<file path="config.mk">
export PLATFORM = sky130hd
export DESIGN_NAME = vr_downsizer
export DESIGN_NICKNAME = d
export VERILOG_FILES = /design/src/rtl/vr_downsizer.sv
export SDC_FILE = /design/constraint.sdc
export NUM_CORES = 1
export LEC_CHECK = 0
export ABC_AREA = 0
export BUFFER_PORTS_ARGS = -buffer_cell sky130_fd_sc_hd__buf_2
export CORE_MARGIN = 5
export CORE_UTILIZATION = 50
export CTS_CLUSTER_SIZE = 40
export DETAILED_ROUTE_END_ITERATION = 10
export HOLD_SLACK_MARGIN = 0.05
export PLACE_DENSITY = 0.75
export SETUP_SLACK_MARGIN = 0.1
export SLEW_MARGIN = 10
export SYNTH_ARGS = -nofsm -noshare
export SYNTH_HDL_FRONTEND = slang
export SYNTH_SLANG_ARGS = --single-unit
</file>
<file path="constraint.sdc">
create_clock -name clk -period 1.8 [get_ports clk]
set_input_delay 0.09 -clock clk [delete_from_list [all_inputs] [get_ports clk]]
set_output_delay 0.09 -clock clk [all_outputs]
set_load 0.02 [all_outputs]
</file>
<file path="src/rtl/vr_downsizer.sv">
// Valid/ready width-down converter: one wide word in, RATIO narrow beats out,
// least-significant slice first, with a last-beat flag and no inter-word bubble.
module vr_downsizer #(
    parameter int IN_WIDTH  = 32,
    parameter int OUT_WIDTH = 8
) (
    input  logic                 clk,
    input  logic                 rst_n,
    input  logic [IN_WIDTH-1:0]  data_in,
    input  logic                 valid_up_in,
    output logic                 ready_up_out,
    output logic [OUT_WIDTH-1:0] data_out,
    output logic                 valid_down_out,
    output logic                 last_out,
    input  logic                 ready_down_in
);

    localparam int RATIO = IN_WIDTH / OUT_WIDTH;
    localparam int CNT_W = (RATIO > 1) ? $clog2(RATIO) : 1;
    localparam logic [CNT_W-1:0] LAST_CNT = CNT_W'(RATIO - 1);

    generate
        if ((OUT_WIDTH > IN_WIDTH) || ((IN_WIDTH % OUT_WIDTH) != 0)) begin : g_bad_width
            $error("vr_downsizer: IN_WIDTH must be a multiple of OUT_WIDTH");
        end
    endgenerate

    typedef enum logic {
        IDLE = 1'b0,
        SEND = 1'b1
    } state_t;

    state_t              r_state;
    logic [IN_WIDTH-1:0] r_word;
    logic [CNT_W-1:0]    r_cnt;

    logic w_busy;
    logic w_last;
    logic w_up_fire;
    logic w_down_fire;

    assign w_busy      = (r_state == SEND);
    assign w_last      = w_busy && (r_cnt == LAST_CNT);
    // Reload in the last-beat cycle keeps the output stream gap-free.
    assign ready_up_out = rst_n && (!w_busy || (ready_down_in && w_last));
    assign w_up_fire   = valid_up_in && ready_up_out;
    assign w_down_fire = w_busy && ready_down_in;

    assign valid_down_out = w_busy;
    assign last_out       = w_last;
    assign data_out       = r_word[r_cnt*OUT_WIDTH +: OUT_WIDTH];

    always_ff @(posedge clk or negedge rst_n) begin
        if (!rst_n) begin
            r_state <= IDLE;
            r_word  <= '0;
            r_cnt   <= '0;
        end else begin
            unique case (r_state)
                IDLE: begin
                    if (w_up_fire) begin
                        r_word  <= data_in;
                        r_cnt   <= '0;
                        r_state <= SEND;
                    end
                end
                SEND: begin
                    if (w_down_fire) begin
                        if (!w_last) begin
                            r_cnt <= r_cnt + CNT_W'(1);
                        end else if (w_up_fire) begin
                            r_word <= data_in;
                            r_cnt  <= '0;
                        end else begin
                            r_cnt   <= '0;
                            r_state <= IDLE;
                        end
                    end
                end
                default: r_state <= IDLE;
            endcase
        end
    end

endmodule

</file>
Word-level counts from Yosys, hierarchy flattened
Cells that the tools add are included.
{"block": "word_totals", "register_bits": 35, "input_bits": 36, "elab_cells": 31}
{"block": "classes", "addsub": 1, "eq_ne": 4, "shifts": 1, "mux": 12, "bitwise": 1, "n_reduce_logical": 9}
{"operator": "32-bit two-way mux", "count": 3}
{"operator": "32-bit case mux with 2 select lines", "count": 1}
{"operator": "32-bit by 6-bit variable part select with 8-bit output", "count": 1}
{"operator": "2-bit two-way mux", "count": 3}
{"operator": "1-bit logical AND", "count": 5}
{"operator": "2-bit by 1-bit != test with 1-bit output (second input constant)", "count": 2}
{"operator": "2-bit case mux with 2 select lines", "count": 1}
{"operator": "2-bit AND reduction", "count": 2}
{"operator": "1-bit two-way mux", "count": 3}
{"operator": "2-bit by 1-bit adder with 2-bit output (second input constant)", "count": 1}
{"operator": "2-bit == test (second input constant)", "count": 1}
{"operator": "2-bit != test (second input constant)", "count": 1}
{"operator": "1-bit case mux with 2 select lines", "count": 1}
{"operator": "1-bit logical NOT", "count": 1}
{"operator": "1-bit logical OR", "count": 1}
{"operator": "1-bit NOT", "count": 1}

Depth between registers and ports, before layout
Gate-level depths: netlist (run 1).
{"block": "depth", "ltp_word": 10, "depth_mapped": 5}

Worst setup path after synthesis (run 1)
Ideal clock, no wire load.
{"block": "synth_path", "path_kind": "reg2reg", "start": "reg r_cnt[0]", "end": "reg r_word[12]", "t_arrival_ns": 1.299, "required_time_ns": 1.675, "setup_slack_ns": 0.377, "path_stages_with_launch": 6, "path_buffers": 1, "period_less_slack_ns": 1.423, "path_cell_list": "dfrtp_1 -> ha_1 -> nand2_1 -> a21oi_4 -> buf_6 -> mux2_2"}
{"block": "synth_between", "elab_chain_cells": 10, "word_cells_on_any_way": 12}
{"element": "from (decl)", "line": "35", "source": "logic [CNT_W-1:0] r_cnt;"}
{"element": "from (signal assigned)", "line": "70", "source": "r_cnt <= r_cnt + CNT_W'(1);"}
{"element": "2-bit == test *", "line": "43", "source": "assign w_last = w_busy && (r_cnt == LAST_CNT);"}
{"element": "1-bit logical AND *", "line": "43"}
{"element": "1-bit logical AND", "line": "45", "source": "assign ready_up_out = rst_n && (!w_busy || (ready_down_in && w_last));"}
{"element": "1-bit logical OR", "line": "45"}
{"element": "1-bit logical AND", "line": "45"}
{"element": "1-bit logical AND", "line": "46", "source": "assign w_up_fire = valid_up_in && ready_up_out;"}
{"element": "32-bit two-way mux (3 in a row)"}
{"element": "32-bit case mux with 2 select lines"}
{"element": "to (signal assigned)", "line": "62", "source": "r_word <= data_in;"}
{"element": "to (signal assigned)", "line": "72", "source": "r_word <= data_in;"}
{"element": "to (decl)", "line": "34", "source": "logic [IN_WIDTH-1:0] r_word;"}
Mark *: on every way between the ends. The rest lies on a longest branch, timed or not. The select of a mux whose other input is x is not followed.
A chain may end at the register's enable or synchronous reset.

Worst setup path in the final report (run 1)
{"block": "layout_path", "start": "reg r_cnt[0]", "end": "out data_out[3]"}
{"block": "layout_between", "elab_chain_cells": 1}
{"element": "32-bit by 6-bit variable part select with 8-bit output", "line": "51", "source": "assign data_out = r_word[r_cnt*OUT_WIDTH +: OUT_WIDTH];"}
{"element": "to (decl)", "line": "12", "source": "output logic [OUT_WIDTH-1:0] data_out,"}
No other way between the ends.

==> results.cfg, run 1 <==
[route]
via_count = 1099
viasPerCell = 5.14
wire_per_inst_um = 14.9
drt_pass1_iterations = 4
postRouteAntennaNets = 0
wl_mm = 3.20
drt-initial-drc-count = 34
drc_errors = 0

[setup_path]
critPathKind = reg -> out
critPathCaptureType = output pin
required_ps = 1710
cp-start-kind = flip-flop
worst-path-max-fanout = 5
reg2reg_slack_ps = 200
arrival_ps = 1560

[clock_tree]
cts.clk_slew.worst_paths_ps = 90
clock_latency_ps = 330
tritoncts = built
cts_sinks = 35
cts-root-buf = clkbuf_4
htree_levels = 2
cts.path.max_buffers = 2
numCtsBuffers = 5

[global_route]
met2_usage = 0.293
track_usage = 0.165
overflow = 0
grt_max_degree = 37
grt_pass1_wl_mm = 5.27
grt.busiest_layer = met2
grtUsageMet3 = 0.0427
antenna_found_initial = 0
grt_pass1_vias = 1184
met1_usage = 0.186

[synthesis]
ys_ff_latch = 35
ys_types = 15
netlist_instances = 93
synth_compound_area_frac = 0.0267
syn_nets = 130
synth_fa_ha_area_frac = 0.00808
synth_top_family_by_area = multiplexers
yosysWarningCount = 0
synth_xor_area_frac = 0
yosysSeqAreaShare = 0.565
yosys-mux-area-fraction = 0.349
synth_area_per_cell_um2 = 16.7
synth-simple-area-share = 0.0234
syn-cell-area_mm2 = 0.00155

[outcome]
outcome = completed

[floorplanning]
die_h_um = 65.7
initial_core_util = 0.516
num_rows = 20
die_width_um = 65.7
coreArea_mm2 = 0.00300
die_area_mm2 = 0.00431
io_pins = 47

[final_layout]
nNetsFinal = 217
fillerInstances = 203
synthToLayoutAreaGrowth_pct = 48.8
diodes = 0
drive_above_1_share = 0.552

[pwr]
peakVddDrop_uv = 893
power_density_mw_per_mm2 = 1590
p_leak_nw = 1.05

[sta]
fin_crit_sh = 0.916
min_period_ps = 1650
fin_setup_tns_ps = 0
rsz0062_at_grt = yes
hold_slack_ps = 69.6
clock_skew_ps = 6.49
drv_slew = 0
slew_headroom = 0.792
hold_viol_final = 0
setup_viol = 0
worst_pin_slew_ps = 312
fmaxAchievable_mhz = 606

[placed_design]
gp_congestion = 0.686
portBuffers = 46
place.detailed.hpwl_mm = 2.12

[flow_run]
drv_cap = 0

[hold_path]
hold_class = in -> reg
## critical path: stages, from the launching register on
cell     delay [ps]
dfrtp_2         430
buf_8           140
mux4_2          520
buf_6           150
## area by class of cell
| type | count | area, µm² | share of cell area |
|---|---|---|---|
| Clock buffer | 8 | 68.8 | 0.0299 |
| Multi-Input combinational cell | 53 | 633 | 0.275 |
| Sequential cell | 35 | 877 | 0.381 |
| Timing Repair Buffer | 85 | 684 | 0.297 |
| Tap cell | 33 | 41.3 | 0.0179 |
## sequential cells by signal (all words and copies together) (netlist names)
register        count
valid_down_out      1
r_cnt               2
r_word             32
## routing by layer
layer | wire, µm | share of wire
met5 | 0 | 0
met4 | 61 | 0.019
met3 | 156 | 0.049
met2 | 1670 | 0.52
met1 | 1310 | 0.41
## Yosys cell counts
cell	count	area [µm²]
dfrtp_1	35	876
mux2_2	30	338
mux4_2	8	180
nand2_1	5	18.8
buf_6	3	33.8
and2_1	2	12.5
mux2_1	2	22.5
a21o_1	1	7.51
a21oi_4	1	16.3
a32o_1	1	10.0
buf_2	1	5.00
clkbuf_1	1	3.75
ha_1	1	12.5
nor3_1	1	5.00
o21a_1	1	7.51
## kinds of logic (layout without fill, tap and decap cells)
kind of cell,count (synthesis),after routing
buffers and inverters,5,93
DFF,35,35
and+or+nand+nor,8,8
AOI/OAI and AO/OA,4,4
muxes,40,40
adders and majority gates,1,1
## through the flow
stage               instances   util  area (µm²)  setup WS, ps  total power, mW
CTS                       212  0.740        2220           104             3.44
finish                    214  0.768        2300           151             3.67
detailed placement        171  0.606        1820           262             2.91
global placement          171  0.606        1820           319             2.83
floorplan                  93      -        1550           377             2.47
global route              214  0.768        2300          78.9             3.92
## where the power goes
part,switching [mW],internal [mW]
registers,0.216,1.18
logic,0.719,1.09
clock network,0.238,0.230
## placed cells by master (no fill, tap or decap)
cell type	instances
buf_2	40
dfrtp_1	34
dlygate4sd3_1	33
mux2_2	30
mux4_2	8
buf_6	7
clkbuf_4	5
nand2_1	4
and2_1	2
mux2_1	2
clkbuf_8	2
buf_4	2
nand2_2	1
a21oi_4	1
o21a_1	1
nor3_1	1
a21o_1	1
a32o_1	1
ha_1	1
clkbuf_1	1
clkbuf_16	1
buf_12	1
buf_8	1
dfrtp_2	1
## what timing repair did
item | 4_1_cts | 5_1_grt
setup buffers | 0 | 1
resized for setup | 1 | 16
cloned | 0 | 1
hold buffers | 33 | 0
hold endpoints to repair | 67 | 0
setup endpoints to repair | 8 | 9
## worst paths after layout
path | start | endpoint | cells after the start
worst max-delay path | r_cnt[0]$_DFFE_PN0P_ | data_out[3] | 3
min in group asynchronous | rst_n | r_word[24]$_DFFE_PN0P_ | 3
worst max register to register | r_cnt[0]$_DFFE_PN0P_ | r_word[25]$_DFFE_PN0P_ | 5
worst min register to register | r_word[15]$_DFFE_PN0P_ | r_word[15]$_DFFE_PN0P_ | 1
worst min-delay path | valid_up_in | valid_down_out$_DFF_PN0_ | 3
max in group asynchronous | rst_n | r_cnt[0]$_DFFE_PN0P_ | 3
Note: power is estimated with default switching activity, not from simulation.
==> run 2: changes to the inputs <==
Settings changed: CORE_ASPECT_RATIO from default to 0.75, CORE_UTILIZATION 50 to 45, CTS_CLUSTER_SIZE 40 to 14, PLACE_DENSITY 0.75 to 0.68.
==> results.cfg, run 2 (synthesis gave the netlist of run 1 again) <==
[final_layout]
diodes = 0
nNetsFinal = 213
largest_reg_flops = 32
final-seq-area_um2 = 876
synthToLayoutAreaGrowth_pct = 43.1
utilization = 0.669
final_common_cell = buf_2
regMostFlops = r_word
drive_above_1_share = 0.554
fillerInstances = 254
multi_input_area_um2 = 631
final_cell_mix = buf_2, dfrtp_1, mux2_2, dlygate4sd3_1, mux4_2

[setup_path]
slowest_stage = mux4_2
cp_num_buf_inv = 2
critPathKind = reg -> out
reg2reg_slack_ps = 190
required_ps = 1710
critPathTopFamily = multiplexers
crit_chain = buf_6, mux4_2, buf_2
worst-path-max-fanout = 10
timing.rr.end = r_word[31]$_DFFE_PN0P_
max_stage_delay_ps = 520
arrival_ps = 1550
cp-start-kind = flip-flop
rr_startpoint = r_cnt[0]$_DFFE_PN0P_
r2r_cells = 5
critPathCaptureType = output pin

[route]
top_layer_used = met4
drt_pass1_iterations = 4
drt-initial-drc-count = 22
wl_met1_mm = 1.47
dr_wl_met3_um = 220
wire_per_inst_um = 15.2
drc_errors = 0
via_count = 1091
postRouteAntennaNets = 0
wl_met2_mm = 1.60
wl_mm = 3.31
viasPerCell = 5.03

[global_route]
grt_pass1_wl_mm = 5.72
grt_pass1_vias = 1213
overflow = 0
track_usage = 0.159
grt_max_degree = 37
antenna_found_initial = 0

[clock_tree]
cts_sinks = 35
htree_levels = 2
tritoncts = built
cts-root-buf = clkbuf_8
numCtsBuffers = 5
cts.path.max_buffers = 2
clock_latency_ps = 280
cts.clk_slew.worst_paths_ps = 70

[placed_design]
gp_congestion = 0.714
portBuffers = 46
place.detailed.hpwl_mm = 2.31

[floorplanning]
die_width_um = 77.7
die_h_um = 60.8
io_pins = 47
die_area_mm2 = 0.00473
num_rows = 18
initial_core_util = 0.468
coreArea_mm2 = 0.00331

[pwr]
p_leak_nw = 1.02
power_density_mw_per_mm2 = 1570
peakVddDrop_uv = 779

[hold_path]
hold_class = in -> reg
hold_path_end = r_word[13]$_DFFE_PN0P_
min-delay-start = data_in[13]
holdPathStages = 2

[sta]
fin_setup_tns_ps = 0
worst_pin_slew_ps = 317
min_period_ps = 1640
hold_viol_final = 0
fin_crit_sh = 0.909
drv_slew = 0
fmaxAchievable_mhz = 612
rsz0062_at_grt = no
clock_skew_ps = 3.81
slew_headroom = 0.789
setup_viol = 0

[outcome]
outcome = completed

[flow_run]
drv_cap = 0
-- run 2: layout make-up --
type | instances | share of cell area
Clock buffer | 5 | 0.0311
Tap cell | 40 | 0.0226
Multi-Input combinational cell | 53 | 0.285
Clock inverter | 3 | 0.00678
Sequential cell | 35 | 0.395
Timing Repair Buffer | 81 | 0.260
-- run 2: layer usage --
metal,GRT usage,vias to the layer above
met1,0.193,541
met2,0.278,38
met5,0,-
met4,0.0441,0
met3,0.0519,2
li1,-,510
-- run 2: worst max path at each step --
| stage | slack (ps) | cells past startpoint | start | to |
|---|---|---|---|---|
| detailed placement | 220 | 5 | r_cnt[0]$_DFFE_PN0P_ | r_word[13]$_DFFE_PN0P_ |
| global route | 110 | 3 | r_cnt[0]$_DFFE_PN0P_ | data_out[5] |
| CTS | 110 | 3 | r_cnt[0]$_DFFE_PN0P_ | data_out[5] |
| finish | 160 | 3 | r_cnt[0]$_DFFE_PN0P_ | data_out[4] |
| floorplan | 380 | 5 | r_cnt[0]$_DFFE_PN0P_ | r_word[12]$_DFFE_PN0P_ |
| global placement | 300 | 5 | r_cnt[1]$_DFFE_PN0P_ | r_word[6]$_DFFE_PN0P_ |
-- run 2: where the power goes --
part	leakage (nW)	switching [mW]	internal [mW]	total, mW
registers	0.420	0.219	1.18	1.40
logic	0.554	0.693	0.859	1.55
clock network	0.0477	0.259	0.264	0.524
-- run 2: timing repair --
action                     in CTS  in global routing
resized for setup               0                  2
setup buffers                   0                  0
hold endpoints to repair       64                  0
setup endpoints to repair       0                  9
hold buffers                   30                  0
-- run 2: through the flow --
step | std cells | hold slack (ps) | power [mW] | area [µm²] | setup slack (ps)
2_1_floorplan | 93 | -206 | 2.47 | 1550 | 377
3_3_place_gp | 179 | 199 | 2.84 | 1820 | 297
3_5_place_dp | 179 | 202 | 2.92 | 1820 | 215
4_1_cts | 217 | 58.5 | 3.52 | 2210 | 110
5_1_grt | 217 | 65.5 | 3.72 | 2220 | 107
6_report | 217 | 73.2 | 3.48 | 2220 | 165
